File: config.mk
export PLATFORM = sky130hd
export DESIGN_NAME = multiplier_radix4_flat
export DESIGN_NICKNAME = d
export VERILOG_FILES = /design/src/rtl/multiplier_pkg.sv /design/src/rtl/multiplier_radix4_if.sv /design/src/rtl/booth_radix4_enc.sv /design/src/rtl/multiplier_radix4.sv /design/src/flat_wrapper.sv
export SDC_FILE = /design/constraint.sdc
export NUM_CORES = 1
export LEC_CHECK = 0
export CAP_MARGIN = 0
export CORE_MARGIN = 3
export CORE_UTILIZATION = 50
export CTS_CLUSTER_SIZE = 28
export DETAILED_ROUTE_END_ITERATION = 7
export PLACE_DENSITY_LB_ADDON = 0.1
export SYNTH_ARGS = -nofsm -noshare
export SYNTH_HDL_FRONTEND = slang
export SYNTH_HIERARCHICAL = 1
export SYNTH_SLANG_ARGS = --single-unit
File: constraint.sdc
create_clock -name clk -period 6.8 [get_ports clk]
set_clock_uncertainty 0.2 [all_clocks]
set_input_delay 0.68 -clock clk [delete_from_list [all_inputs] [get_ports clk]]
set_output_delay 0.68 -clock clk [all_outputs]
set_load 0.03 [all_outputs]
File: src/rtl/multiplier_pkg.sv
// Shared definitions for the multiplier family: controller states and Booth digit select codes.
// The radix-4 recoding rule lives here so every variant recodes identically.
package multiplier_pkg;

    typedef enum logic [1:0] {
        IDLE = 2'b00,
        EXEC = 2'b01,
        DONE = 2'b10
    } state_t;

    typedef enum logic [2:0] {
        ZERO = 3'd0,
        POS1 = 3'd1,
        POS2 = 3'd2,
        NEG1 = 3'd3,
        NEG2 = 3'd4
    } booth_sel_t;

    // Triplet is {b[2i+1], b[2i], b[2i-1]}; digit value = -2*b2 + b1 + b0.
    function automatic booth_sel_t booth_decode(input logic [2:0] triplet);
        booth_sel_t sel;
        case (triplet)
            3'b001, 3'b010: sel = POS1;
            3'b011:         sel = POS2;
            3'b100:         sel = NEG2;
            3'b101, 3'b110: sel = NEG1;
            default:        sel = ZERO;
        endcase
        return sel;
    endfunction

endpackage

File: src/rtl/multiplier_radix4_if.sv
// Operation handshake and operand/result bus of the radix-4 multiplier.
// The master is the controller; the slave is the multiplier.
interface multiplier_radix4_if #(
    parameter int WIDTH = 32
);
    logic                 op_start;
    logic                 op_clear;
    logic                 op_signed;
    logic [WIDTH-1:0]     multiplicand;
    logic [WIDTH-1:0]     multiplier;
    logic [2*WIDTH-1:0]   result;
    logic                 op_done;
    logic                 op_busy;

    modport master (
        output op_start, op_clear, op_signed, multiplicand, multiplier,
        input  result, op_done, op_busy
    );

    modport slave (
        input  op_start, op_clear, op_signed, multiplicand, multiplier,
        output result, op_done, op_busy
    );
endinterface

File: src/rtl/booth_radix4_enc.sv
// Combinational radix-4 Booth encoder: one multiplier triplet selects 0, +-M or +-2M,
// delivered on WIDTH+3 bits so that 2M of a WIDTH+2 bit extended operand cannot overflow.
module booth_radix4_enc
    import multiplier_pkg::*;
#(
    parameter int WIDTH = 32
) (
    input  logic [2:0]       triplet,
    input  logic [WIDTH+1:0] m_ext,
    output booth_sel_t       sel,
    output logic [WIDTH+2:0] pp
);

    logic [WIDTH+2:0] m1;
    logic [WIDTH+2:0] m2;

    assign m1  = {m_ext[WIDTH+1], m_ext};
    assign m2  = {m_ext, 1'b0};
    assign sel = booth_decode(triplet);

    always_comb begin
        pp = '0;
        case (sel)
            POS1:    pp = m1;
            POS2:    pp = m2;
            NEG1:    pp = -m1;
            NEG2:    pp = -m2;
            default: pp = '0;
        endcase
    end

endmodule

File: src/rtl/multiplier_radix4.sv
// Sequential radix-4 Booth multiplier, WIDTH x WIDTH -> 2*WIDTH, signed or unsigned per operation.
// Retires two multiplier bits per EXEC cycle; can be relaunched straight from DONE.
module multiplier_radix4
    import multiplier_pkg::*;
#(
    parameter int WIDTH = 32
) (
    input  logic                clk,
    input  logic                reset_n,
    multiplier_radix4_if.slave  bus
);

    localparam int N     = WIDTH / 2 + 1;
    localparam int CNT_W = $clog2(N + 1);
    // After the N-th step the counter sits at N for one cycle while the product is captured.
    localparam logic [CNT_W-1:0] CNT_LAST = CNT_W'(N);

    state_t               state;
    logic [CNT_W-1:0]     count;
    logic [WIDTH+2:0]     acc_hi;
    logic [WIDTH+1:0]     acc_lo;
    logic                 q_prev;
    logic [WIDTH+1:0]     m_ext;

    logic [2*WIDTH-1:0]   result_q;
    logic                 done_q;
    logic                 busy_q;

    logic                 launch;
    logic                 stepping;
    logic                 finished;
    logic [WIDTH+1:0]     a_ext;
    logic [WIDTH+1:0]     b_ext;
    booth_sel_t           sel;
    logic [WIDTH+2:0]     pp;
    logic [WIDTH+2:0]     sum;
    logic [2*WIDTH+4:0]   shifted;
    logic [2*WIDTH-1:0]   product;

    assign launch   = bus.op_start && !bus.op_clear && (state != EXEC);
    assign stepping = (state == EXEC) && (count != CNT_LAST);
    assign finished = (state == EXEC) && (count == CNT_LAST);

    assign a_ext = bus.op_signed ? {{2{bus.multiplicand[WIDTH-1]}}, bus.multiplicand}
                                 : {2'b00, bus.multiplicand};
    assign b_ext = bus.op_signed ? {{2{bus.multiplier[WIDTH-1]}}, bus.multiplier}
                                 : {2'b00, bus.multiplier};

    booth_radix4_enc #(.WIDTH(WIDTH)) u_enc (
        .triplet (({acc_lo[1:0], q_prev})),
        .m_ext   (m_ext),
        .sel     (sel),
        .pp      (pp)
    );

    // The multiplier bits drain out of acc_lo as the product bits shift in behind them.
    assign sum     = (sel == ZERO) ? acc_hi : acc_hi + pp;
    assign shifted = {{2{sum[WIDTH+2]}}, sum, acc_lo[WIDTH+1:2]};
    assign product = {acc_hi[WIDTH-3:0], acc_lo};

    always_ff @(posedge clk) begin
        if (!reset_n) begin
            state    <= IDLE;
            result_q <= '0;
            done_q   <= 1'b0;
            busy_q   <= 1'b0;
        end else if (bus.op_clear) begin
            state    <= IDLE;
            result_q <= '0;
            done_q   <= 1'b0;
            busy_q   <= 1'b0;
        end else begin
            case (state)
                EXEC: begin
                    if (finished) begin
                        state    <= DONE;
                        result_q <= product;
                        done_q   <= 1'b1;
                        busy_q   <= 1'b0;
                    end
                end
                DONE: begin
                    if (bus.op_start) begin
                        state    <= EXEC;
                        result_q <= '0;
                        done_q   <= 1'b0;
                        busy_q   <= 1'b1;
                    end
                end
                default: begin
                    state    <= bus.op_start ? EXEC : IDLE;
                    result_q <= '0;
                    done_q   <= 1'b0;
                    busy_q   <= bus.op_start;
                end
            endcase
        end
    end

    always_ff @(posedge clk) begin
        if (!reset_n) begin
            count  <= '0;
            acc_hi <= '0;
            acc_lo <= '0;
            q_prev <= 1'b0;
            m_ext  <= '0;
        end else if (bus.op_clear) begin
            count  <= '0;
            acc_hi <= '0;
            acc_lo <= '0;
            q_prev <= 1'b0;
        end else if (launch) begin
            count  <= '0;
            acc_hi <= '0;
            acc_lo <= b_ext;
            q_prev <= 1'b0;
            m_ext  <= a_ext;
        end else if (stepping) begin
            count  <= count + CNT_W'(1);
            acc_hi <= shifted[2*WIDTH+4:WIDTH+2];
            acc_lo <= shifted[WIDTH+1:0];
            q_prev <= acc_lo[1];
        end
    end

    assign bus.result  = result_q;
    assign bus.op_done = done_q;
    assign bus.op_busy = busy_q;

endmodule

File: src/flat_wrapper.sv
// flat-port wrapper written by rule: the top's interface ports become plain ports
module multiplier_radix4_flat import multiplier_pkg::*;
#(
    parameter int WIDTH = 32
)
  (clk, reset_n, bus_op_start, bus_op_clear, bus_op_signed, bus_multiplicand, bus_multiplier, bus_result, bus_op_done, bus_op_busy);
  multiplier_radix4_if #(.WIDTH(WIDTH)) bus_i ();
  input  logic clk;
  input  logic reset_n;
  input wire logic [$bits(bus_i.op_start)-1:0] bus_op_start;
  input wire logic [$bits(bus_i.op_clear)-1:0] bus_op_clear;
  input wire logic [$bits(bus_i.op_signed)-1:0] bus_op_signed;
  input wire logic [$bits(bus_i.multiplicand)-1:0] bus_multiplicand;
  input wire logic [$bits(bus_i.multiplier)-1:0] bus_multiplier;
  output wire logic [$bits(bus_i.result)-1:0] bus_result;
  output wire logic [$bits(bus_i.op_done)-1:0] bus_op_done;
  output wire logic [$bits(bus_i.op_busy)-1:0] bus_op_busy;
  assign bus_i.op_start = bus_op_start;
  assign bus_i.op_clear = bus_op_clear;
  assign bus_i.op_signed = bus_op_signed;
  assign bus_i.multiplicand = bus_multiplicand;
  assign bus_i.multiplier = bus_multiplier;
  assign bus_result = bus_i.result;
  assign bus_op_done = bus_i.op_done;
  assign bus_op_busy = bus_i.op_busy;
  multiplier_radix4 #(.WIDTH(WIDTH)) u_core (.clk(clk), .reset_n(reset_n), .bus(bus_i));
endmodule
== Word level (Yosys, flattened, before mapping) ==
Index checks and enable logic that the tools add are counted.
W data, S select, Z words.
Cells by class
  reductions and logical operators: 13
  equality and inequality tests: 17
  muxes and demuxes: 20
  $add $sub $neg: 4
  bitwise gates (word level): 2
Operators by type and width (count)
  $pmux W35 S4: 1
  $mux W34: 4
  $mux W64: 2
  $pmux W64 S2: 1
  $neg A35 Y35: 2
  $add A35 B35 Y35: 1
  $mux W35: 1
  $eq A3 B2 Y1 const B: 4
  $eq A3 B3 Y1 const B: 4
  $pmux W3 S4: 1
  $eq A3 B1 Y1 const B: 2
  $reduce_or A2 Y1: 3
  $add A5 B1 Y5 const B: 1
  $eq A5 B5 Y1 const B: 1
  $mux W1: 5
  $ne A5 B5 Y1 const B: 1
  $logic_and A1 B1 Y1: 4
  $mux W2: 2
  $ne A2 B1 Y1 const B: 2
  $pmux W1 S2: 2
  $pmux W2 S2: 1
  $reduce_and A2 Y1: 2
  $logic_not A3 Y1: 1
  $reduce_or A3 Y1: 1
  6 further kinds: 7
Word-level totals
  bits in registers: 175
  bits of input ports: 69
  logic and storage cells: 65
  output and inout port bits: 66

== Depth between registers and ports, before layout ==
  depth after elaboration: 9
  depth in mapped cells: 20

== Hierarchy ==
The synthesis kept the hierarchy.
Modules (own cells, without submodules)
  multiplier_radix4: seq. area each 3443.3 um2, cells an instance 1085, times used 1, area each 8509.4 um2
  booth_radix4_enc: seq. area each 0.0 um2, cells an instance 314, times used 1, area each 1911.8 um2

== Worst setup path after synthesis ==
Ideal clock, no wire load.
  path kind: register to register
  from: reg u_core.m_ext[12]
  to: reg, netlist name u_core/acc_hi[32]
  data arrival time: 4513 ps
  cell stages (with the launch flop): 19
  path slack: 2016 ps
  path through: dfxtp_1 -> buf_2 -> or4_4 -> or4_1 -> or2_2 -> nor3_1 -> mux2_2 -> a221o_1 -> ha_1 -> clkbuf_1 -> o21a_1 -> o2111a_1 -> nand2_1 -> a21boi_0 -> nor3_1 -> o2111ai_2 -> xnor2_1 -> or3_1 -> a21oi_1
Between the ends
  cells in the longest elaborated chain, start to end: 4
  elaborated cells between the ends (all ways): 5
  classes of those cells: 3 x add/sub; 2 x mux
Ends and longest elaborated chain
  start, declared: line multiplier_radix4.sv:23  | logic [WIDTH+1:0] m_ext;
  start signal, assigned: line multiplier_radix4.sv:117  | m_ext <= a_ext;
  $neg A35 Y35 (on tied branches): line booth_radix4_enc.sv:27, booth_radix4_enc.sv:26
  $pmux W35 S4 *: line booth_radix4_enc.sv:23  | case (sel)
  net u_core.pp[20]: line multiplier_radix4.sv:35  | logic [WIDTH+2:0] pp;
  $add A35 B35 Y35 *: line multiplier_radix4.sv:57  | assign sum = (sel == ZERO) ? acc_hi : acc_hi + pp;
  $mux W35 *: line multiplier_radix4.sv:57
Mark *: on every way through the listed nets, which the timed path passes. The rest lies on a longest branch.
A chain may end at the register's enable or synchronous reset.

== Final worst setup path ==
  from: reg u_core.m_ext[0]
  to: reg u_core.acc_hi[31]
Between the ends
  cells in the longest elaborated chain, start to end: 4
  elaborated cells between the ends (all ways): 5
  classes of those cells: 3 x add/sub; 2 x mux
Ends and longest elaborated chain
  $neg A35 Y35 (on tied branches): line booth_radix4_enc.sv:27, booth_radix4_enc.sv:26
  $pmux W35 S4 *: line booth_radix4_enc.sv:23
  net u_core.pp[20]: line multiplier_radix4.sv:35
  $add A35 B35 Y35 *: line multiplier_radix4.sv:57
  $mux W35 *: line multiplier_radix4.sv:57
  end signal, assigned: line multiplier_radix4.sv:120  | acc_hi <= shifted[2*WIDTH+4:WIDTH+2];
  end, declared: line multiplier_radix4.sv:20  | logic [WIDTH+2:0] acc_hi;
Marked as above.

==> impl_metrics.env <==
export IMPL_status="finished clean"
export IMPL_period_minus_slack_ns=5.39
export IMPL_grt_max_degree=100
export IMPL_port_buffers=134
export IMPL_setup_viol=0
export IMPL_grt_pass1_wl_mm=47.9
export IMPL_cts_setup_buffers=0
export IMPL_avgSynthCellArea_sq_um=7.45
export IMPL_antenna_found_initial=0
export IMPL_slowest_delay_ns=0.49
export IMPL_floorplan_rows=52
export IMPL_synth_top_area_share=0.330
export IMPL_slew_headroom=0.159
export IMPL_coreArea_sq_um=20400
export IMPL_clk_pin_slew_ns=0.08
export IMPL_synth_enable_flop_cells=0
export IMPL_worst_pin_slew_ns=1.26
export IMPL_syn_cell_area_sq_um=10400
export IMPL_async_flop_share=0
export IMPL_cts_tree="built"
export IMPL_yosys_cell_types_count=71
export IMPL_cts_made_buffers=17
export IMPL_dieArea_sq_um=22600
export IMPL_multiInputGateArea_sq_um=6470
export IMPL_hp_start="u_core/bus.result[51]"
export IMPL_final_hold_viol_count=0
export IMPL_drt_initial_drc_count=1051
export IMPL_clkSinkCount=172
export IMPL_dp_cells=1703
export IMPL_wl_mm=29.4
export IMPL_synth_nets=1508
export IMPL_seq_area_frac_synth=0.330
export IMPL_grt_pass1_vias=9255
export IMPL_endpoint_kind="register"
export IMPL_root_buffer="clkbuf_16"
export IMPL_start_util=0.512
export IMPL_die_x_um=150
export IMPL_fp_dieH_um=150
export IMPL_via_per_inst=5.95
export IMPL_finalWeightedCongestion=0.990
export IMPL_drive_above_1_share=0.0512
export IMPL_critPathLaunch="u_core/m_ext[0]"
export IMPL_regArea_sq_um=3440
export IMPL_r2r_start="u_core/m_ext[0]"
export IMPL_max_vdd_ir_drop_mv=0.157
export IMPL_synth_seq_cells=172
export IMPL_hold_class="reg2reg"
export IMPL_path_cells="inv_1, ha_1, nor4b_2, nand3_1, or2_2, nor3_1, mux2_2, a221o_1, ha_1, and3_1, nand3_1, nor2_1, a41oi_1, o22a_1, o21ai_0, mux2i_1, a21oi_1"
export IMPL_whs_ns=0.250
export IMPL_post_dp_hpwl_mm=20.2
export IMPL_synth_area_leaders="dfxtp_1 (33%), nand2_1 (9.1%), a21oi_1 (8.2%), ha_1 (4.7%), nand3_1 (4.2%)"
export IMPL_first_pass_iters=6
export IMPL_drc=0
export IMPL_powerDensity_nw_per_um2=188
export IMPL_diodes=0
export IMPL_grt_ovfl_total=0
export IMPL_fin_cells=1735
export IMPL_track_usage=0.258
export IMPL_n_fill_cell=1916
export IMPL_synthCells=1399
export IMPL_clock_latency_ns=0.43
export IMPL_crit_arrival_ns=5.50
export IMPL_p_leak_nw=4.28
export IMPL_fmax_mhz=186
export IMPL_yosys_warnings=6
export IMPL_finalNetCount=1561
export IMPL_antenna_left=0
export IMPL_cp_required_ns=6.91
export IMPL_crit_fanout=12
export IMPL_start_kind="register"
export IMPL_syn_to_final_growth_pct=18.7
export IMPL_hold_buffers=0
export IMPL_pin_count=135
export IMPL_critPathSlowestCell="or2_2"
export IMPL_rsz0062_at_grt="no"
export IMPL_via_count=10300
export IMPL_cts_resized=0
export IMPL_wire_per_inst_um=17.0
export IMPL_drv_cap=0
export IMPL_drv_slew=0
export IMPL_crit_type="reg2reg"
export IMPL_cts_max_level=4
export IMPL_finalCritPeriodShare=0.792
export IMPL_synth_flop_cell="dfxtp_1"
export IMPL_cts_max_path_buffers=2
export IMPL_yosysTopAreaCell="dfxtp_1"
export IMPL_timing_setup_tns_ns=0
path summary, 6_finish.rpt:
path / end / slack, ns / cells after the start
setup reg to reg: u_core/acc_hi[31] / 1.41 / 17
hold reg to reg: u_core/bus.result[51] / 0.25 / 2
hold / removal: u_core/bus.result[51] / 0.25 / 2
setup / recovery: u_core/acc_hi[31] / 1.41 / 17
cells in the final DEF, fill, tap and decap left out, drive strengths merged, types with 7 or more instances in the layout:
cell           count
clkdlybuf4s50    134
clkinv             7
nor3              22
o21a               7
a211oi            13
xnor2             36
or4               10
xor2              33
buf               13
a21o              13
nand3             89
o211ai            18
dfxtp            172
and3               7
a21oi            171
nand2            255
o221ai             9
ha                39
a31oi             14
a22oi             48
nor2b              8
or3               16
nand2b             7
nor2              64
a21boi            35
clkbuf            18
inv               29
nor4              10
o21ai             91
registers in the layout (all words and copies together) (netlist names):
name and count:
u_core/acc_hi 33, u_core/acc_lo 34, u_core/bus.result 64, u_core/count 5, u_core/m_ext 33, u_core/q_prev 1
u_core/state 2
Yosys cell counts, drive strengths merged (8+ instances only):
cell type	count
a211oi	13
a21boi	35
a21o	13
a21oi	171
a22oi	48
a31oi	14
buf	22
clkbuf	91
dfxtp	172
ha	39
inv	21
nand2	255
nand3	89
nor2	64
nor2b	8
nor3	22
nor4	10
o211ai	18
o21ai	91
o221ai	9
or3	16
or4	10
xnor2	36
xor2	33
critical path, delay by kind of cell, from the launching register on:
kind                     cells  cell delay (ns)
AO/OA/AOI/OAI                5             1.20
adder cells (fa/ha/maj)      2             0.68
buffers and inverters        1             0.09
flip-flops                   1             0.36
multiplexers                 2             0.59
AND/OR/NAND/NOR              7             2.13
kinds of logic (layout without fill, tap and decap cells):
logic type                 Yosys count  after routing  synth area share
adders and majority gates           40             40            0.0487
muxes                                7              7           0.00696
AOI/OAI and AO/OA                  466            466             0.279
and+or+nand+nor                    510            510             0.223
DFF                                172            172             0.330
buffers and inverters              135            201            0.0535
xor gates and xnor gates            69             69            0.0580
stage by stage:
stage	util	area, sq um	total power, mW	setup slack [ns]
2_1_floorplan	-	10400	1.27	2.02
3_3_place_gp	0.578	11800	1.37	1.72
3_5_place_dp	0.578	11800	1.37	1.59
4_1_cts	0.607	12400	2.35	1.53
5_1_grt	0.607	12400	2.42	1.12
6_report	0.607	12400	2.33	1.41
final cells by class:
class,instances,area share
clock inverter,14,0.0134
clock buffer,18,0.0347
timing repair buffer,147,0.116
sequential,172,0.278
multi-input combinational,1092,0.523
inverter,22,0.00668
tap,270,0.0273
metal layers:
metal	share of wire	global-route usage	wire length, um	vias up
met1	0.48	0.394	14300	4756
met3	0.064	0.0343	1880	41
met2	0.43	0.374	12700	387
li1	-	-	-	5140
met4	0.019	0.0773	559	0
met5	0	0	0	-
power by group:
group          switching [mW]  internal (mW)
registers              0.0283           1.02
logic                   0.182          0.117
clock network           0.481          0.497
(Power assumes the default switching activity.)
